`config.mk`:
```
export PLATFORM = sky130hd
export DESIGN_NAME = road_frame_sched_flat
export DESIGN_NICKNAME = d
export VERILOG_FILES = /design/src/rtl/road_pkg.sv /design/src/rtl/road_frame_sched_if.sv /design/src/rtl/road_lfsr8.sv /design/src/rtl/road_frame_sched.sv /design/src/flat_wrapper.sv
export SDC_FILE = /design/constraint.sdc
export NUM_CORES = 1
export LEC_CHECK = 0
export CAP_MARGIN = 15
export CORE_UTILIZATION = 60
export CTS_CLUSTER_DIAMETER = 40
export DETAILED_ROUTE_END_ITERATION = 16
export PLACE_DENSITY_LB_ADDON = 0.05
export SLEW_MARGIN = 20
export SYNTH_ARGS = -nofsm -noshare
export SYNTH_HDL_FRONTEND = slang
export SYNTH_HIERARCHICAL = 1
export SYNTH_SLANG_ARGS = --single-unit
```
`constraint.sdc`:
```
create_clock -name SC_ROADSCHED_CLOCK_50 -period 7.9 [get_ports SC_ROADSCHED_CLOCK_50]
set_input_delay 0.79 -clock SC_ROADSCHED_CLOCK_50 [delete_from_list [all_inputs] [get_ports SC_ROADSCHED_CLOCK_50]]
set_output_delay 0.79 -clock SC_ROADSCHED_CLOCK_50 [all_outputs]
set_load 0.03 [all_outputs]
```
`src/rtl/road_pkg.sv`:
```
// road_pkg: shared types and helpers for the road game frame scheduler.
//   state_e      - game state encoding (also driven on the state output)
//   ROW_W, ROWS  - frame buffer geometry (8 rows of 8 columns)
//   LFSR_TAPS    - feedback mask for x^8+x^6+x^5+x^4+1 (bits 7,5,4,3)
//   onehot3to8   - column index to one-hot row byte
//   obstacle_row - new top row from the LFSR state (bit 3 = spawn, 2:0 = column)
package road_pkg;

    typedef enum logic [1:0] {
        StIdle  = 2'b00,
        StRun   = 2'b01,
        StCrash = 2'b10
    } state_e;

    localparam int unsigned ROW_W = 8;
    localparam int unsigned ROWS  = 8;

    localparam logic [7:0] LFSR_TAPS = 8'hB8;

    function automatic logic [ROW_W-1:0] onehot3to8(input logic [2:0] idx);
        logic [ROW_W-1:0] v;
        v      = '0;
        v[idx] = 1'b1;
        return v;
    endfunction

    function automatic logic [ROW_W-1:0] obstacle_row(input logic [7:0] lfsr);
        return lfsr[3] ? onehot3to8(lfsr[2:0]) : '0;
    endfunction

endpackage

```
`src/rtl/road_frame_sched_if.sv`:
```
// road_frame_sched_if: button inputs, display column bus and status outputs of the
// frame scheduler.
//   start/left/right - debounced button levels, active high
//   dispAddr         - column address from matrix_ctrl
//   dispData         - column byte back to matrix_ctrl
//   state/score/crash - game status
// slave: the scheduler side; master: the side driving buttons and address.
interface road_frame_sched_if;
    logic       SC_ROADSCHED_start_In;
    logic       SC_ROADSCHED_left_In;
    logic       SC_ROADSCHED_right_In;
    logic [2:0] SC_ROADSCHED_dispAddr_In;
    logic [7:0] SC_ROADSCHED_dispData_Out;
    logic [1:0] SC_ROADSCHED_state_Out;
    logic [7:0] SC_ROADSCHED_score_Out;
    logic       SC_ROADSCHED_crash_Out;

    modport slave (
        input  SC_ROADSCHED_start_In,
        input  SC_ROADSCHED_left_In,
        input  SC_ROADSCHED_right_In,
        input  SC_ROADSCHED_dispAddr_In,
        output SC_ROADSCHED_dispData_Out,
        output SC_ROADSCHED_state_Out,
        output SC_ROADSCHED_score_Out,
        output SC_ROADSCHED_crash_Out
    );

    modport master (
        output SC_ROADSCHED_start_In,
        output SC_ROADSCHED_left_In,
        output SC_ROADSCHED_right_In,
        output SC_ROADSCHED_dispAddr_In,
        input  SC_ROADSCHED_dispData_Out,
        input  SC_ROADSCHED_state_Out,
        input  SC_ROADSCHED_score_Out,
        input  SC_ROADSCHED_crash_Out
    );
endinterface

```
`src/rtl/road_lfsr8.sv`:
```
// road_lfsr8: free-running 8-bit Fibonacci LFSR, x^8+x^6+x^5+x^4+1.
//   clk        - clock
//   rst_n      - asynchronous active-low reset, loads SEED
//   lfsr_state - current register value; never 0 for a nonzero SEED
module road_lfsr8
    import road_pkg::*;
#(
    parameter logic [7:0] SEED = 8'hA5
) (
    input  logic       clk,
    input  logic       rst_n,
    output logic [7:0] lfsr_state
);

    logic [7:0] lfsr_q;

    always_ff @(posedge clk or negedge rst_n) begin
        if (!rst_n) begin
            lfsr_q <= SEED;
        end else begin
            lfsr_q <= {lfsr_q[6:0], ^(lfsr_q & LFSR_TAPS)};
        end
    end

    assign lfsr_state = lfsr_q;

endmodule

```
`src/rtl/road_frame_sched.sv`:
```
// road_frame_sched: game controller for the 8x8 LED matrix road game.
// Holds the 8-row frame buffer, runs IDLE/RUN/CRASH, scrolls LFSR obstacles on each
// prescaled tick, moves the car on button rising edges and serves transposed column
// bytes to matrix_ctrl.
//   SC_ROADSCHED_CLOCK_50    - system clock
//   SC_ROADSCHED_RESET_InLow - asynchronous active-low reset
//   bus (slave)              - buttons, column address/data, state/score/crash
module road_frame_sched
    import road_pkg::*;
#(
    parameter int unsigned                    PRESCALER_DATAWIDTH = 23,
    parameter logic [PRESCALER_DATAWIDTH-1:0] TICK_DIV            = 23'd5000000,
    parameter logic [7:0]                     LFSR_SEED           = 8'hA5,
    parameter logic [2:0]                     CAR_INIT            = 3'd4
) (
    input logic              SC_ROADSCHED_CLOCK_50,
    input logic              SC_ROADSCHED_RESET_InLow,
    road_frame_sched_if.slave bus
);

    localparam logic [PRESCALER_DATAWIDTH-1:0] TickLast = TICK_DIV - PRESCALER_DATAWIDTH'(1);

    state_e                         state_q, state_d;
    logic [ROW_W-1:0]               row_q [ROWS];
    logic [ROW_W-1:0]               row_d [ROWS];
    logic [ROW_W-1:0]               frame [ROWS];
    logic [2:0]                     car_q, car_d;
    logic [7:0]                     score_q, score_d;
    logic [PRESCALER_DATAWIDTH-1:0] cnt_q, cnt_d;
    logic                           start_q, left_q, right_q;
    logic [7:0]                     disp_q, disp_d;
    logic [1:0]                     state_out_q;
    logic                           crash_q;
    logic [7:0]                     lfsr;
    logic                           start_rise, left_rise, right_rise;
    logic                           collide, tick;

    road_lfsr8 #(
        .SEED(LFSR_SEED)
    ) u_lfsr (
        .clk       (SC_ROADSCHED_CLOCK_50),
        .rst_n     (SC_ROADSCHED_RESET_InLow),
        .lfsr_state(lfsr)
    );

    assign start_rise = bus.SC_ROADSCHED_start_In & ~start_q;
    assign left_rise  = bus.SC_ROADSCHED_left_In  & ~left_q;
    assign right_rise = bus.SC_ROADSCHED_right_In & ~right_q;
    assign collide    = (state_q == StRun) && |(row_q[ROWS-1] & onehot3to8(car_q));
    assign tick       = (state_q == StRun) && !collide && (cnt_q == TickLast);

    always_comb begin
        state_d = state_q;
        row_d   = row_q;
        car_d   = car_q;
        score_d = score_q;
        cnt_d   = cnt_q;
        unique case (state_q)
            StIdle: begin
                if (start_rise) begin
                    state_d = StRun;
                    for (int i = 0; i < ROWS; i++) row_d[i] = '0;
                    score_d = '0;
                    cnt_d   = '0;
                end
            end
            StRun: begin
                // A detected collision freezes the game in the same clock it moves to
                // CRASH, so the offending frame is what stays on the display.
                if (collide) begin
                    state_d = StCrash;
                end else begin
                    cnt_d = tick ? '0 : cnt_q + PRESCALER_DATAWIDTH'(1);
                    if (tick) begin
                        for (int i = ROWS - 1; i > 0; i--) row_d[i] = row_q[i-1];
                        row_d[0] = obstacle_row(lfsr);
                        if (score_q != 8'hFF) score_d = score_q + 8'd1;
                    end
                    if (left_rise && !right_rise && car_q != 3'd7) begin
                        car_d = car_q + 3'd1;
                    end else if (right_rise && !left_rise && car_q != 3'd0) begin
                        car_d = car_q - 3'd1;
                    end
                end
            end
            StCrash: begin
                if (start_rise) begin
                    state_d = StIdle;
                    for (int i = 0; i < ROWS; i++) row_d[i] = '0;
                    car_d = CAR_INIT;
                end
            end
            default: state_d = StIdle;
        endcase
    end

    // Frame as shown: the car is overlaid on the bottom row; IDLE shows only the car.
    always_comb begin
        for (int r = 0; r < ROWS; r++) begin
            frame[r] = (state_q == StIdle) ? '0 : row_q[r];
        end
        frame[ROWS-1] = frame[ROWS-1] | onehot3to8(car_q);
        disp_d = '0;
        for (int r = 0; r < ROWS; r++) begin
            disp_d[ROWS-1-r] = frame[r][~bus.SC_ROADSCHED_dispAddr_In];
        end
    end

    always_ff @(posedge SC_ROADSCHED_CLOCK_50 or negedge SC_ROADSCHED_RESET_InLow) begin
        if (!SC_ROADSCHED_RESET_InLow) begin
            state_q     <= StIdle;
            for (int i = 0; i < ROWS; i++) row_q[i] <= '0;
            car_q       <= CAR_INIT;
            score_q     <= '0;
            cnt_q       <= '0;
            start_q     <= 1'b0;
            left_q      <= 1'b0;
            right_q     <= 1'b0;
            disp_q      <= '0;
            state_out_q <= 2'b00;
            crash_q     <= 1'b0;
        end else begin
            state_q     <= state_d;
            row_q       <= row_d;
            car_q       <= car_d;
            score_q     <= score_d;
            cnt_q       <= cnt_d;
            start_q     <= bus.SC_ROADSCHED_start_In;
            left_q      <= bus.SC_ROADSCHED_left_In;
            right_q     <= bus.SC_ROADSCHED_right_In;
            disp_q      <= disp_d;
            // Decoded from the next state so the status flops track state_q exactly.
            state_out_q <= state_d;
            crash_q     <= (state_d == StCrash);
        end
    end

    assign bus.SC_ROADSCHED_dispData_Out = disp_q;
    assign bus.SC_ROADSCHED_state_Out    = state_out_q;
    assign bus.SC_ROADSCHED_score_Out    = score_q;
    assign bus.SC_ROADSCHED_crash_Out    = crash_q;

endmodule

```
`src/flat_wrapper.sv`:
```
// flat-port wrapper written by rule: the top's interface ports become plain ports
module road_frame_sched_flat import road_pkg::*;
#(
    parameter int unsigned                    PRESCALER_DATAWIDTH = 23,
    parameter logic [PRESCALER_DATAWIDTH-1:0] TICK_DIV            = 23'd5000000,
    parameter logic [7:0]                     LFSR_SEED           = 8'hA5,
    parameter logic [2:0]                     CAR_INIT            = 3'd4
)
  (SC_ROADSCHED_CLOCK_50, SC_ROADSCHED_RESET_InLow, bus_SC_ROADSCHED_start_In, bus_SC_ROADSCHED_left_In, bus_SC_ROADSCHED_right_In, bus_SC_ROADSCHED_dispAddr_In, bus_SC_ROADSCHED_dispData_Out, bus_SC_ROADSCHED_state_Out, bus_SC_ROADSCHED_score_Out, bus_SC_ROADSCHED_crash_Out);
  road_frame_sched_if bus_i ();
  input logic SC_ROADSCHED_CLOCK_50;
  input logic SC_ROADSCHED_RESET_InLow;
  input wire logic [$bits(bus_i.SC_ROADSCHED_start_In)-1:0] bus_SC_ROADSCHED_start_In;
  input wire logic [$bits(bus_i.SC_ROADSCHED_left_In)-1:0] bus_SC_ROADSCHED_left_In;
  input wire logic [$bits(bus_i.SC_ROADSCHED_right_In)-1:0] bus_SC_ROADSCHED_right_In;
  input wire logic [$bits(bus_i.SC_ROADSCHED_dispAddr_In)-1:0] bus_SC_ROADSCHED_dispAddr_In;
  output wire logic [$bits(bus_i.SC_ROADSCHED_dispData_Out)-1:0] bus_SC_ROADSCHED_dispData_Out;
  output wire logic [$bits(bus_i.SC_ROADSCHED_state_Out)-1:0] bus_SC_ROADSCHED_state_Out;
  output wire logic [$bits(bus_i.SC_ROADSCHED_score_Out)-1:0] bus_SC_ROADSCHED_score_Out;
  output wire logic [$bits(bus_i.SC_ROADSCHED_crash_Out)-1:0] bus_SC_ROADSCHED_crash_Out;
  assign bus_i.SC_ROADSCHED_start_In = bus_SC_ROADSCHED_start_In;
  assign bus_i.SC_ROADSCHED_left_In = bus_SC_ROADSCHED_left_In;
  assign bus_i.SC_ROADSCHED_right_In = bus_SC_ROADSCHED_right_In;
  assign bus_i.SC_ROADSCHED_dispAddr_In = bus_SC_ROADSCHED_dispAddr_In;
  assign bus_SC_ROADSCHED_dispData_Out = bus_i.SC_ROADSCHED_dispData_Out;
  assign bus_SC_ROADSCHED_state_Out = bus_i.SC_ROADSCHED_state_Out;
  assign bus_SC_ROADSCHED_score_Out = bus_i.SC_ROADSCHED_score_Out;
  assign bus_SC_ROADSCHED_crash_Out = bus_i.SC_ROADSCHED_crash_Out;
  road_frame_sched #(.PRESCALER_DATAWIDTH(PRESCALER_DATAWIDTH), .TICK_DIV(TICK_DIV), .LFSR_SEED(LFSR_SEED), .CAR_INIT(CAR_INIT)) u_core (.SC_ROADSCHED_CLOCK_50(SC_ROADSCHED_CLOCK_50), .SC_ROADSCHED_RESET_InLow(SC_ROADSCHED_RESET_InLow), .bus(bus_i));
endmodule
```
==> results.md, run 1 <==
- Max Clk Rate: a little over 0.3 GHz
- Hold buffers post-CTS: 0
- Die area: between 10,000 and 15,000 um2
- TritonCTS clock tree: built
- CP Capture Type: flop
- Largest cells by area after synthesis: dfrtp_1 (49%), a22o_1 (8.4%), mux4_2 (6.8%)
- Top FF cell, synth: dfrtp_1
- Initial antenna violation count: 0
- Clock Power Share: a little over a third
- GRT met3 Usage: 6.280%
- WP data required: slightly above 8 ns
- Slew @ Worst Pin: 1.061 ns
- Reg-to-Reg End: u_core/cnt_q[17]
- Layout area overhead: 15.19%
- Die Y: 101.3 um
- Max-slew headroom: between 20% and 30%
- Max Cap Viol: 0
- Total core area: between 9000 and 10,000 um2
- Final number of setup-violating endpoints: 0
- Layout cells sized above 1: approximately 14%
- ANT nets after route: 0
- Final clock skew: 0.008647 ns
- Combinational share of power: between 20% and 30%
- Post-Syn Instances: 520
- Fin. max-slew vios: 0
- Worst R2R Setup Slack: roughly 4.6 ns
- Psw: between 0.0007 and 0.0008 W
- Global Route met1 Usage: a little over two fifths
- Final hold violations: 0
- Total congestion overflow: 0
- Hold Path Class: reg2reg
- Worst setup path class: reg2reg
- Number of enable flip-flop cells after synthesis: 0
- Routability cong.: 0.9126
- Yosys top cell area share: about half
- CTS Sinks: 120
- Status: completed
- Crit-path max cell delay: 0.80 ns
- Setup TNS: 0 ns
- CP endpoint: u_core/cnt_q[17]
- Post-synthesis cell type count: 57
- Mean Syn Cell Area: ~11 um2
- Routing usage on met2: between 40% and 50%
- Cell Area, Synth: slightly below 6000 um2
- Final Critical Period: 3.284 ns
- IO Port Bufs: 26
- Initial Utilization: between 60% and 70%
- Hold Path Origin: u_core/u_lfsr/lfsr_state[6]
- Largest net degree at the start of global routing: between 70 and 80
- Vias per std cell: ~6.6
- CTS resizes: 0
- Sw Share: 36.15%
- Final HPWL DP: ~8.1 mm
- Vias in the first global route: approximately 4,400
- Clock buffer depth: 2
- Worst setup SP type: flop
- R2R cell count: 7
- First-pass GRT wire length: roughly 22 mm
- CP cell instances: inv_1, ha_1, nor2b_1, nor2_1, a21oi_1, o21ai_0, a21bo_2
- R2R Path Start: u_core/bus.SC_ROADSCHED_state_Out[1]
- Rows: 35
- Initial drt markers: 282
- DRC viols: 0
- Cell accounting for the most synthesized area: dfrtp_1
- Via Count: around 4,500
- Ant diodes: 0
- Pleak: ~3 nW
- Syn Nets: about 540
- H-tree levels: 4
- Crit-path slowest cell: ha_1
- Placed cell area: just over 6000 um2
- All-layer global routing usage: about 28%
- Crit path from: u_core/bus.SC_ROADSCHED_state_Out[1]
- Yosys warns: 6
- I/O pin total: 27
- Ys async rst share: 100.0%
- Post-layout net count: 550
- Die Wd: about 100 um
- Setup repair bufs after CTS: 0
- Sequential fraction of design power: between 30% and 40%
- Final instance area: 6822 um2
- CTS root buf: clkbuf_8
- Drt pass-1 iters: 5
- RSZ-0062 raised after global routing: false
- Synth Register Bits: 120
- Crit-path max FO: 27
- Busiest metal layer after global routing: met2
- Most common cell in the netlist: dfrtp_1
- CTS buffer count: 17
- Data arrival time of the critical path: roughly 3.7 ns
- Worst-path clk slew: approximately 0.060 ns
- Worst IR Drop VDD: roughly 230 uV
- Synth cell count leaders: dfrtp_1 (115), a22o_1 (57), nand2_1 (46)
- Pint: 0.001389 W
- Clock latency on the worst-skew pair: between 0.5 and 0.6 ns
- Power per Cell Area: 319.0 nW/um2
- Drt wl/cell: a little under 20 um
- Post-Route WL: 13.09 mm
- Sequential fraction of the synthesis area: around half
- Period utilisation layout: 41.56%
[state kept, by name (all words and copies together) (netlist names)]
register / cells
u_core/bus.SC_ROADSCHED_score_Out: 8
u_core/bus.SC_ROADSCHED_crash_Out: 1
u_core/left_q: 1
u_core/car_q: 3
u_core/right_q: 1
u_core/start_q: 1
u_core/cnt_q: 23
u_core/u_lfsr/lfsr_state: 8
u_core/row_q: 64
u_core/bus.SC_ROADSCHED_state_Out: 2
u_core/bus.SC_ROADSCHED_dispData_Out: 8
[routing by layer]
layer / wire [um] / up-vias
li1: - / 2029
met1: 5925 / 2247
met2: 6201 / 159
met3: 797 / 17
met4: 167 / 0
met5: 0 / -
[worst max-delay path: cells and delay by family (launching register included)]
family | cells | cell delay (ns)
AO/OA/AOI/OAI | 3 | 1.20
adder cells (fa/ha/maj) | 1 | 0.80
AND/OR/NAND/NOR | 2 | 0.58
flip-flops | 1 | 0.44
buffers and inverters | 1 | 0.15
[how the worst min path moves through the flow]
stage                                        endpoint  cells past startpoint
after floorplan           u_core/u_lfsr/lfsr_state[7]                      0
after global placement    u_core/u_lfsr/lfsr_state[7]                      0
after detailed placement  u_core/u_lfsr/lfsr_state[7]                      0
after CTS                 u_core/u_lfsr/lfsr_state[7]                      0
after global routing      u_core/u_lfsr/lfsr_state[7]                      0
final                     u_core/u_lfsr/lfsr_state[7]                      0
[cell families (layout without fill, tap and decap cells)]
logic type / count (synthesis) / in the layout / share of synthesized area [%]
compound gates: 142 / 142 / 18.93
buf+inv: 47 / 75 / 3.359
simple gates: 156 / 156 / 13.37
fa+ha+maj: 7 / 7 / 1.606
flops: 120 / 120 / 50.81
xor+xnor: 9 / 9 / 1.331
mux: 39 / 39 / 10.59
[power by group through the flow]
stage / registers (W) / logic, W / clock network (W)
4_1_cts: 0.000814 / 0.000587 / 0.000777
2_1_floorplan: 0.000815 / 0.000433 / 0
6_report: 0.000818 / 0.000594 / 0.000764
5_1_grt: 0.000834 / 0.000654 / 0.000805
3_3_place_gp: 0.000818 / 0.000567 / 0
3_5_place_dp: 0.000823 / 0.000583 / 0
[cell type report]
type                       instances  area, um2
clock buffer                      17      414.1
clock inverter                    15      178.9
fill                             677       2594
inverter                          13      48.80
multi-input combinational        353       2721
sequential                       120       3009
tap                              129      161.4
timing repair buffer              30      287.8
[cell usage in the layout (no fill, tap or decap), types with 13 or more instances in the layout]
cell type / count
nand4_1: 16
o31ai_1: 17
inv_1: 13
a22o_1: 57
dfrtp_1: 115
nand2_1: 46
clkdlybuf4s50_1: 25
mux4_2: 18
clkbuf_16: 16
nand3_1: 25
nor2_1: 21
[stage by stage]
stage               util [%]  setup WS [ns]  power [W]  hold slack [ns]  cells
floorplan                  -          5.285   0.001247           0.3330    520
global placement       66.13          4.619   0.001386           0.3396    645
detailed placement     66.13          4.537   0.001406           0.3440    645
CTS                    72.43          4.525   0.002177           0.3582    677
global route           72.45          4.266   0.002293           0.3685    677
finish                 72.45          4.616   0.002176           0.3524    677
(Power assumes the default switching activity.)
==> run 2, diff against run 1 <==
clock period = 3.05 ns   (was 7.9 ns; I/O delays follow)
==> results.md, run 2 (synthesis gave the netlist of run 1 again) <==
- Layout cells sized above 1: 15.45% (was 14.05%)
- Layout area overhead: 16.59% (was 15.19%)
- DRC viols: 0 (unchanged)
- Worst IR Drop VDD: 573.3 uV (was 230.9 uV)
- Commonest cells after routing, fill and taps aside: dfrtp_1 (115), a22o_1 (57), nand2_1 (46) (unchanged)
- Top Registers: u_core/row_q (64), u_core/cnt_q (23) (unchanged)
- Hold buffers post-CTS: 1 (was 0)
- Post-layout net count: 565 (was 550)
- Period utilisation layout: 93.71% (was 41.56%)
- Total congestion overflow: 0 (unchanged)
- Fin. max-slew vios: 0 (unchanged)
- Worst-path clk slew: 0.05 ns (was 0.06 ns)
- CTS root buf: clkbuf_8 (unchanged)
- Total core area: 9415 um2 (unchanged)
- First-pass GRT wire length: 22.37 mm (was 22.17 mm)
- Drt wl/cell: 19.07 um (was 19.34 um)
- Max Clk Rate: 0.3499 GHz (was 0.3046 GHz)
- Die Y: 101.3 um (unchanged)
- TritonCTS clock tree: built (unchanged)
- Setup repair bufs after CTS: 0 (unchanged)
- Layout Utilization: 73.33% (was 72.45%)
- Initial Utilization: 62.90% (unchanged)
- Rows: 35 (unchanged)
- WP data required: 3.45 ns (was 8.31 ns)
- Final hold violations: 0 (unchanged)
- Initial antenna violation count: 0 (unchanged)
- I/O pin total: 27 (unchanged)
- Vias per std cell: 6.413 (was 6.576)
- Clock buffer depth: 2 (unchanged)
- Most common cell after layout, fill and taps aside: dfrtp_1 (unchanged)
- Vias in the first global route: 4,349 (was 4,363)
- Worst setup SP type: flop (unchanged)
- CP Capture Type: flop (unchanged)
- Crit-path max FO: 51 (was 27)
- CTS buffer count: 17 (unchanged)
- Pleak: 2.988 nW (was 2.920 nW)
- Die area: 10,270 um2 (unchanged)
- Final number of setup-violating endpoints: 0 (unchanged)
- Final Critical Period: 2.858 ns (was 3.284 ns)
- Max Cap Viol: 0 (unchanged)
- CTS Sinks: 120 (unchanged)
- RSZ-0062 raised after global routing: false (unchanged)
- Via Count: 4,438 (was 4,452)
- Ant diodes: 0 (unchanged)
- ANT nets after route: 0 (unchanged)
- Initial drt markers: 344 (was 282)
- Max-slew headroom: 41.46% (was 28.69%)
- Max FFs per register: 64 (unchanged)
- Routability cong.: 0.8974 (was 0.9126)
- Power per Cell Area: 797.7 nW/um2 (was 319.0 nW/um2)
- IO Port Bufs: 26 (unchanged)
- Setup TNS: 0 ns (unchanged)
- Clock latency on the worst-skew pair: 0.52 ns (about the same)
- Worst R2R Setup Slack: 0.19 ns (was 4.62 ns)
- Largest net degree at the start of global routing: 69 (was 73)
- Biggest register: u_core/row_q (unchanged)
- All-layer global routing usage: 28.96% (was 28.31%)
- Hold Path Class: in2reg (was reg2reg)
- Final HPWL DP: 8.567 mm (was 8.052 mm)
- Drt pass-1 iters: 5 (unchanged)
- Data arrival time of the critical path: 3.26 ns (was 3.69 ns)
- Slew @ Worst Pin: 0.8754 ns (was 1.061 ns)
- CTS resizes: 0 (unchanged)
- Post-Route WL: 13.20 mm (was 13.09 mm)
- H-tree levels: 4 (unchanged)
- Die Wd: 101.3 um (unchanged)
- Worst setup path class: reg2reg (unchanged)
- Final clock skew: 0.01040 ns (was 0.008647 ns)
- Status: completed (unchanged)
-- run 2: cell types whose count changed in the layout (fill, tap and decap cells not counted), sizes merged --
cell | before | now
dlygate4sd3 | 0 | 1
inv | 14 | 13
clkbuf | 17 | 22
clkinv | 4 | 6
buf | 5 | 19
bufinv | 3 | 1
clkinvlp | 7 | 3
-- run 2: area by class of cell --
| type | instances | area, um2 |
|---|---|---|
| fillers | 651 | 2511 |
| well taps | 129 | 161.4 |
| multi-input cells | 353 | 2719 |
| flip-flops and latches | 120 | 3009 |
| repair buffers | 45 | 440.4 |
| clock buffers | 22 | 442.9 |
| clock inverters | 10 | 82.58 |
| inverters | 13 | 48.80 |
-- run 2: where the power goes --
| group | internal, W | switching [W] | leakage (nW) |
|---|---|---|---|
| Combinational | 0.000644 | 0.00100 | 1.13 |
| Sequential | 0.00179 | 0.000309 | 1.61 |
| Clock | 0.00109 | 0.000672 | 0.254 |
| Total | 0.00353 | 0.00198 | 2.99 |
-- run 2: metrics by stage --
stage	power [W]	cells	hold slack (ns)	setup WS [ns]	instance area, um2
CTS	0.005535	692	0.2365	0.2149	6904
detailed placement	0.003738	659	0.3476	0.2419	6369
finish	0.005507	692	0.2594	0.1918	6904
global placement	0.003687	659	0.3357	0.3012	6369
global route	0.005818	692	0.2327	0.1059	6904
floorplan	0.003231	520	0.009409	0.5327	5922
-- run 2: per-layer routing --
metal | part of all wire (%) | vias to the layer above | track usage [%]
met2 | 46 | 149 | 40.71
met5 | 0 | - | 0
li1 | - | 2063 | -
met3 | 5.8 | 15 | 8.213
met4 | 0.77 | 0 | 8.919
met1 | 48 | 2211 | 43.85
-- run 2: final timing paths --
check / to / cells past startpoint / start
setup / recovery: u_core/row_q[10] / 6 / u_core/car_q[0]
hold / removal: u_core/right_q / 1 / bus_SC_ROADSCHED_right_In
max in group asynchronous: u_core/u_lfsr/lfsr_state[5] / 3 / SC_ROADSCHED_RESET_InLow
setup reg to reg: u_core/row_q[10] / 6 / u_core/car_q[0]
hold reg to reg: u_core/u_lfsr/lfsr_state[7] / 0 / u_core/u_lfsr/lfsr_state[6]
min in group asynchronous: u_core/row_q[15] / 2 / SC_ROADSCHED_RESET_InLow
-- run 2: worst max-delay path, stage by stage (launching register included) --
cell and delay [ns]:
dfrtp_1 0.51, mux2_2 0.38, mux4_2 0.48, o31a_1 0.38
or2_2 0.46, buf_12 0.24, a22o_1 0.26
